`src/rtl/bi_mem_fifo_pkg.sv`:
```
// Shared types and helpers for the two-port-memory FIFO controller.
package bi_mem_fifo_pkg;

    // Occupancy of the 2-entry output buffer; the encoding equals the entry count.
    typedef enum logic [1:0] {
        BUF_EMPTY = 2'd0,
        BUF_ONE   = 2'd1,
        BUF_TWO   = 2'd2
    } buf_state_t;

    // Pointer width for a memory of the given depth (at least one bit).
    function automatic int ptrW(input int height);
        return (height > 1) ? $clog2(height) : 1;
    endfunction

endpackage

```
`src/rtl/bi_mem_fifo_chk.sv`:
```
// Property checks for the output buffer of the FIFO controller.
module bi_mem_fifo_chk
    import bi_mem_fifo_pkg::*;
(
    input logic       clk_i,
    input logic       rst_ni,
    input logic       load_i,
    input logic       pop_i,
    input buf_state_t state_i
);

    // The read-issue throttle must never deliver a word into a full buffer.
    a_no_load_into_two: assert property (
        @(posedge clk_i) disable iff (!rst_ni)
        !(load_i && !pop_i && (state_i == BUF_TWO))
    ) else $error("load into TWO");

endmodule

```
`src/rtl/bi_skid_buf2.sv`:
```
// Two-entry output buffer that absorbs the registered memory read data and
// presents it as a valid/ready stream with a registered head word.
module bi_skid_buf2
    import bi_mem_fifo_pkg::*;
#(
    parameter int WIDTH = 16
) (
    input  logic             clk_i,
    input  logic             rst_ni,
    input  logic             load_i,
    input  logic [WIDTH-1:0] data_i,
    output logic             valid_o,
    input  logic             ready_i,
    output logic [WIDTH-1:0] data_o,
    output logic [1:0]       count_o,
    output buf_state_t       state_o
);

    buf_state_t       state_q;
    logic [WIDTH-1:0] head_q;
    logic [WIDTH-1:0] tail_q;
    logic             pop_s;

    assign valid_o = (state_q != BUF_EMPTY);
    assign pop_s   = valid_o & ready_i;
    assign data_o  = head_q;
    assign state_o = state_q;

    // Entry count derived from the buffer state.
    always_comb begin
        count_o = 2'd0;
        case (state_q)
            BUF_EMPTY: count_o = 2'd0;
            BUF_ONE:   count_o = 2'd1;
            BUF_TWO:   count_o = 2'd2;
            default:   count_o = 2'd0;
        endcase
    end

    // Buffer state machine: loads append, pops shift the tail into the head.
    always_ff @(posedge clk_i) begin
        if (!rst_ni) begin
            state_q <= BUF_EMPTY;
            head_q  <= {WIDTH{1'b0}};
            tail_q  <= {WIDTH{1'b0}};
        end else begin
            case (state_q)
                BUF_EMPTY: begin
                    if (load_i) begin
                        head_q  <= data_i;
                        state_q <= BUF_ONE;
                    end
                end
                BUF_ONE: begin
                    if (load_i && pop_s) begin
                        head_q <= data_i;
                    end else if (load_i) begin
                        tail_q  <= data_i;
                        state_q <= BUF_TWO;
                    end else if (pop_s) begin
                        state_q <= BUF_EMPTY;
                    end
                end
                BUF_TWO: begin
                    if (pop_s) begin
                        head_q <= tail_q;
                        // A load here cannot occur given the issue throttle;
                        // keep both words if it ever does.
                        if (load_i) begin
                            tail_q <= data_i;
                        end else begin
                            state_q <= BUF_ONE;
                        end
                    end
                end
                default: begin
                    state_q <= BUF_EMPTY;
                end
            endcase
        end
    end

endmodule

```
`src/rtl/bi_mem_tp_fifo_ctrl.sv`:
```
// FIFO controller for a two-port masked-write memory: pushes become memory
// writes, prefetch reads fill a 2-entry output buffer feeding the pop stream.
module bi_mem_tp_fifo_ctrl
    import bi_mem_fifo_pkg::*;
#(
    parameter int WIDTH  = 16,
    parameter int HEIGHT = 16,
    parameter int MASK   = 4,
    localparam int AW    = ptrW(HEIGHT),
    localparam int LW    = $clog2(HEIGHT + 3)
) (
    input  logic             clk_i,
    input  logic             rst_ni,
    input  logic             inValid_i,
    output logic             inReady_o,
    input  logic [WIDTH-1:0] inData_i,
    output logic             outValid_o,
    input  logic             outReady_i,
    output logic [WIDTH-1:0] outData_o,
    output logic [LW-1:0]    level_o,
    output logic             memWriteEnable_o,
    output logic [MASK-1:0]  memWriteMask_o,
    output logic [AW-1:0]    memWriteAddr_o,
    output logic [WIDTH-1:0] memWriteData_o,
    output logic             memReadEnable_o,
    output logic [AW-1:0]    memReadAddr_o,
    input  logic [WIDTH-1:0] memReadData_i
);

    localparam logic [AW:0] CNT_FULL = (AW + 1)'(HEIGHT);

    logic [AW-1:0] wrPtr_q, wrPtr_d;
    logic [AW-1:0] rdPtr_q, rdPtr_d;
    logic [AW:0]   memCount_q, memCount_d;
    logic          inflight_q, inflight_d;

    logic          push_s;
    logic          pop_s;
    logic          issue_s;
    logic          bufValid_s;
    logic [1:0]    bufCount_s;
    logic [2:0]    occ_s;
    logic [2:0]    limit_s;
    buf_state_t    bufState_s;

    // A full memory blocks pushes even if a read frees a slot this cycle,
    // so inReady_o depends only on registered state.
    assign inReady_o  = rst_ni & (memCount_q != CNT_FULL);
    assign push_s     = inValid_i & inReady_o;
    assign outValid_o = rst_ni & bufValid_s;
    assign pop_s      = outValid_o & outReady_i;

    // Issue a prefetch only while buffer plus in-flight read, net of this
    // cycle's pop, still leaves room for the returning word.
    assign occ_s   = {1'b0, bufCount_s} + {2'b00, inflight_q};
    assign limit_s = 3'd2 + {2'b00, pop_s};
    assign issue_s = rst_ni & (memCount_q != {(AW + 1){1'b0}}) & (occ_s < limit_s);

    assign memWriteEnable_o = push_s;
    assign memWriteMask_o   = {MASK{1'b1}};
    assign memWriteAddr_o   = wrPtr_q;
    assign memWriteData_o   = inData_i;
    assign memReadEnable_o  = issue_s;
    assign memReadAddr_o    = rdPtr_q;

    assign level_o = LW'(memCount_q) + LW'(inflight_q) + LW'(bufCount_s);

    // Next-state for pointers, committed-word count and in-flight flag.
    always_comb begin
        wrPtr_d    = wrPtr_q;
        rdPtr_d    = rdPtr_q;
        memCount_d = memCount_q + {{AW{1'b0}}, push_s} - {{AW{1'b0}}, issue_s};
        inflight_d = issue_s;
        if (push_s) begin
            wrPtr_d = wrPtr_q + {{(AW - 1){1'b0}}, 1'b1};
        end else begin
            wrPtr_d = wrPtr_q;
        end
        if (issue_s) begin
            rdPtr_d = rdPtr_q + {{(AW - 1){1'b0}}, 1'b1};
        end else begin
            rdPtr_d = rdPtr_q;
        end
    end

    // Control state registers; reset drops any pending read result.
    always_ff @(posedge clk_i) begin
        if (!rst_ni) begin
            wrPtr_q    <= {AW{1'b0}};
            rdPtr_q    <= {AW{1'b0}};
            memCount_q <= {(AW + 1){1'b0}};
            inflight_q <= 1'b0;
        end else begin
            wrPtr_q    <= wrPtr_d;
            rdPtr_q    <= rdPtr_d;
            memCount_q <= memCount_d;
            inflight_q <= inflight_d;
        end
    end

    bi_skid_buf2 #(
        .WIDTH (WIDTH)
    ) u_buf (
        .clk_i   (clk_i),
        .rst_ni  (rst_ni),
        .load_i  (inflight_q),
        .data_i  (memReadData_i),
        .valid_o (bufValid_s),
        .ready_i (outReady_i),
        .data_o  (outData_o),
        .count_o (bufCount_s),
        .state_o (bufState_s)
    );

    bi_mem_fifo_chk u_chk (
        .clk_i   (clk_i),
        .rst_ni  (rst_ni),
        .load_i  (inflight_q),
        .pop_i   (pop_s),
        .state_i (bufState_s)
    );

endmodule

```
`config.mk`:
```
export PLATFORM = sky130hd
export DESIGN_NAME = bi_mem_tp_fifo_ctrl
export DESIGN_NICKNAME = d
export VERILOG_FILES = /design/src/rtl/bi_mem_fifo_pkg.sv /design/src/rtl/bi_mem_fifo_chk.sv /design/src/rtl/bi_skid_buf2.sv /design/src/rtl/bi_mem_tp_fifo_ctrl.sv
export SDC_FILE = /design/constraint.sdc
export NUM_CORES = 1
export LEC_CHECK = 0
export BUFFER_PORTS_ARGS = -buffer_cell sky130_fd_sc_hd__buf_2
export CAP_MARGIN = 30
export CORE_AREA = 2 2 84 86
export CTS_BUF_LIST = sky130_fd_sc_hd__clkbuf_16
export DETAILED_ROUTE_END_ITERATION = 8
export DIE_AREA = 0 0 86 88
export GPL_TIMING_DRIVEN = 0
export SLEW_MARGIN = 20
export SYNTH_ARGS = -nofsm -noshare
export SYNTH_HDL_FRONTEND = slang
export SYNTH_SLANG_ARGS = --single-unit
```
`constraint.sdc`:
```
create_clock -name clk_i -period 9.9 [get_ports clk_i]
set_input_delay 1.98 -clock clk_i [delete_from_list [all_inputs] [get_ports clk_i]]
set_output_delay 1.98 -clock clk_i [all_outputs]
set_load 0.01 [all_outputs]
```
==> flow_results.org <==
** Worst setup path
- CP Launch Type :: input pin
- The critical path is of the input pin to output port type.
- The critical path contains buffers and inverters numbering 4 combined.
- Across all register-to-register paths, the minimum setup slack is 6.51 ns.
- Grouping stages by cell kind, the critical path spends the most delay in buffers and inverters.
- In this run the worst setup path begins at rst_ni.
- Of all nets on the critical path, the largest fanout is 10.
- Reg-to-Reg Start :: u_buf.state_o[1]
- STA puts the critical path data arrival time at 3.12 ns.
- On the worst path, the slowest cell contributes a delay of 0.35 ns.
- Slowest CP cell :: buf_1
- For the worst setup path, the data required time is 7.92 ns.
- The signal on the critical path passes through buf_4, clkinv_1, buf_1, a31oi_1, buf_2.
- Register-to-Register Path Depth :: 15
- Crit. End Element :: output port
- In this run the critical register-to-register path is captured at memCount_q[4].

** Logic synthesis
- Yosys printed 0 warnings.
- The share of the Yosys chip area taken by registers is 0.3752.
- Of the total synthesized cell area, the portion taken by full adders, half adders and majority gates is 0.08696.
- A synthesized cell averages 9.050 um2.
- Xor and xnor area share after synthesis :: 0.03078
- Number of synthesized flops with an enable pin :: 0
- Summing every instance area after synthesis gives 2561 um2.
- Most used flip-flop cell after synthesis :: dfxtp_1
- #FFs+latches synth :: 48
- By area the synthesized netlist is led by dfxtp_1 (38%), mux2i_1 (7.8%), buf_4 (6.7%), ha_1 (6.4%), a211oi_1 (4.4%).
- By area, the combinational part of the netlist is dominated by simple AND/OR/NAND/NOR gates.
- After synthesis, the share of flip-flops with an asynchronous set or reset is 0.
- Synth top area share :: 0.3752
- Post-synthesis instance total :: 283
- Share of synthesized area spent on multiplexers :: 0.07816
- Number of distinct library cell variants in the gate-level netlist after synthesis :: 41
- The synthesized design spends more area on one cell type than any other, namely dfxtp_1.
- Area fraction in and, or, nand and nor cells after synthesis :: 0.1607
- Synthesized-area fraction occupied by ao, oa, aoi and oai cells :: 0.1524

** Global route
- Pin count of the biggest net entering global routing :: 17
- Number of antenna violations at the first check in global routing :: 0
- Leftover overflow at the end of global routing :: 0
- In the global route stage, overall resource usage came out at 0.1429.
- The via count of the first global-routing pass came to 1888.
- Global-route wire length before repair :: 8.631 mm

** Clocking
- Number of H-tree branching levels :: 2
- Buffers inserted during clock tree synthesis total 5.
- The clock net in this run drives a total of 48 sinks.
- Clock tree from TritonCTS :: yes
- After clock tree synthesis, the flow added hold-fix buffers numbering 0.
- Setup fix buffers added after clock tree synthesis :: 0
- After clock tree synthesis, the clock-pin slew on the worst setup and hold paths is 0.07 ns.
- Clock tree root driver cell :: clkbuf_16
- No sink is reached through more buffers than the 2 on the longest clock path.
- Worst-Skew Late Latency :: 0.29 ns
- Number of gates given a new drive strength after cts :: 0

** Placed design
- Detailed placement finished with a half-perimeter wire length of 4.123 mm.
- Port buffering added 67 buffers.
- Routability congestion estimate :: 0.7644

** STA
- The tightest hold path in the finished design has a slack of 0.4697 ns.
- Adding up every negative setup slack in the final design gives 0 ns.
- Headroom to the max-slew limit came out at 0.5223.
- Final Hold Viols :: 0
- Maximum clock frequency :: 0.1959 GHz
- The count of final max-slew check failures was 0.
- Setup repair after global routing missed its margin :: false
- At the pin with the least slew margin, the transition time is 0.7132 ns.
- The clock arrives with 0.01252 ns of skew.
- Final setup violation count :: 0
- Fraction of the cycle the final worst path needs :: 0.5155
- Post-layout minimum cycle time :: 5.103 ns

** Finish
- Highest-count cells in the layout ignoring fill and taps :: buf_2 (70), dfxtp_1 (48), nor2_1 (27), nand2_1 (27), buf_4 (23)
- Diode count :: 0
- Most common library cell in the layout ignoring fill and taps :: buf_2
- Area growth from synthesis to layout :: 25.01%
- Net count of the finished layout :: 412
- Final core utilization :: 0.4819
- The layout has 654 filler cells.
- In the final layout, the share of cells above drive strength 1 is 0.3102.

** Power and ir drop
- Power spread over the standard cell area amounts to 277.7 nW/um2.
- The worst-case IR drop observed on VDD is 0.00009266 V.
- The analysis attributes to cell leakage a power of 1.579 nW.

** Detailed routing
- The detailed router placed 2116 vias in this run.
- In this run, the number of DRC markers left after iteration 0 of detailed routing was 92.
- DR WL/cell :: 12.38 um
- Mean number of vias per cell :: 4.798
- Remaining antenna violation count after routing :: 0
- In the routed design, unresolved DRC markers number 0.
- The first TritonRoute pass finished after 4 iterations.
- Total Wirelength :: 5.459 mm

** Outcome
- The run finished with clean final reports.

** Floorplan
- DIE HEIGHT :: 88 um
- In this run the count of I/O pins placed on the die edge is 89.
- Number of cell rows :: 30
- Die span in x :: 86 um
- The die covers 7568 um2.
- For this configuration, the core starts out at a cell density of 0.3855.
- Core region area :: 6644 um2

** Worst hold path
- Along the worst hold path, the cell count comes to 1.
- For hold timing, the worst endpoint is memWriteAddr_o[3].
- The tightest min-delay check is of the flop to flop type.
- In this run the most critical hold path is launched from memWriteAddr_o[3].

** Job
- Across the run, the number of max-cap violations was 0.
kinds of logic after synthesis:
family | after synthesis
other | 1
AOI/OAI and AO/OA | 53
adders and majority gates | 16
DFF | 48
xor gates and xnor gates | 9
muxes | 20
buffers and inverters | 46
and+or+nand+nor | 90
report_power, final:
part,total [W],internal (W),switching (W)
registers,0.000285,0.000246,0.0000392
clock network,0.000220,0.000146,0.0000744
logic,0.000384,0.000177,0.000207
registers in the layout, summed over array words and instances, names as in the netlist:
signal	count
memWriteAddr_o	4
memReadAddr_o	4
u_buf.data_o	16
u_buf.state_o	2
u_buf.tail_q	16
memCount_q	5
inflight_q	1
routing by layer:
metal | share of wire | up-vias | global-route usage | wire (um)
met5 | 0 | - | 0 | 0
met2 | 0.47 | 57 | 0.2452 | 2559
met1 | 0.46 | 959 | 0.1782 | 2520
met4 | 0.012 | 0 | 0.04329 | 64
li1 | - | 1094 | - | -
met3 | 0.058 | 6 | 0.03393 | 315
Yosys cell counts (3+ instances only):
master	n
clkbuf_1	6
fa_1	3
inv_1	8
nand3_1	17
and2_1	5
dfxtp_1	48
a211oi_1	15
mux2i_1	20
o21ai_0	19
nand2_1	27
buf_4	23
xnor2_1	8
buf_2	3
a21oi_1	5
ha_1	13
nor2b_1	4
buf_6	4
nor2_1	27
layout make-up:
cell class | count | area, um2 | area share
Buffer | 37 | 259.0 | 0.08089
Sequential cell | 48 | 960.9 | 0.3001
Inverter | 9 | 33.78 | 0.01055
Tap cell | 80 | 100.1 | 0.03126
Clock inverter | 3 | 68.82 | 0.02149
Timing Repair Buffer | 67 | 335.3 | 0.1047
Clock buffer | 5 | 125.1 | 0.03908
Multi-Input combinational cell | 192 | 1319 | 0.4119
stage by stage:
step | cells | setup slack, ns | power, W | cell area, um2
global route | 441 | 4.729 | 0.0009552 | 3202
global placement | 433 | 4.779 | 0.0006734 | 3008
CTS | 441 | 4.786 | 0.0009018 | 3202
detailed placement | 433 | 4.788 | 0.0006801 | 3008
finish | 441 | 4.797 | 0.0008892 | 3202
floorplan | 286 | 5.176 | 0.0005713 | 2572
how the worst max path moves through the flow:
stage	endpoint	slack, ns	cells after the start
floorplan	inReady_o	5.18	4
global placement	inReady_o	4.78	5
detailed placement	inReady_o	4.79	5
CTS	inReady_o	4.79	5
global route	inReady_o	4.73	5
finish	inReady_o	4.80	5
(Power assumes the default switching activity.)
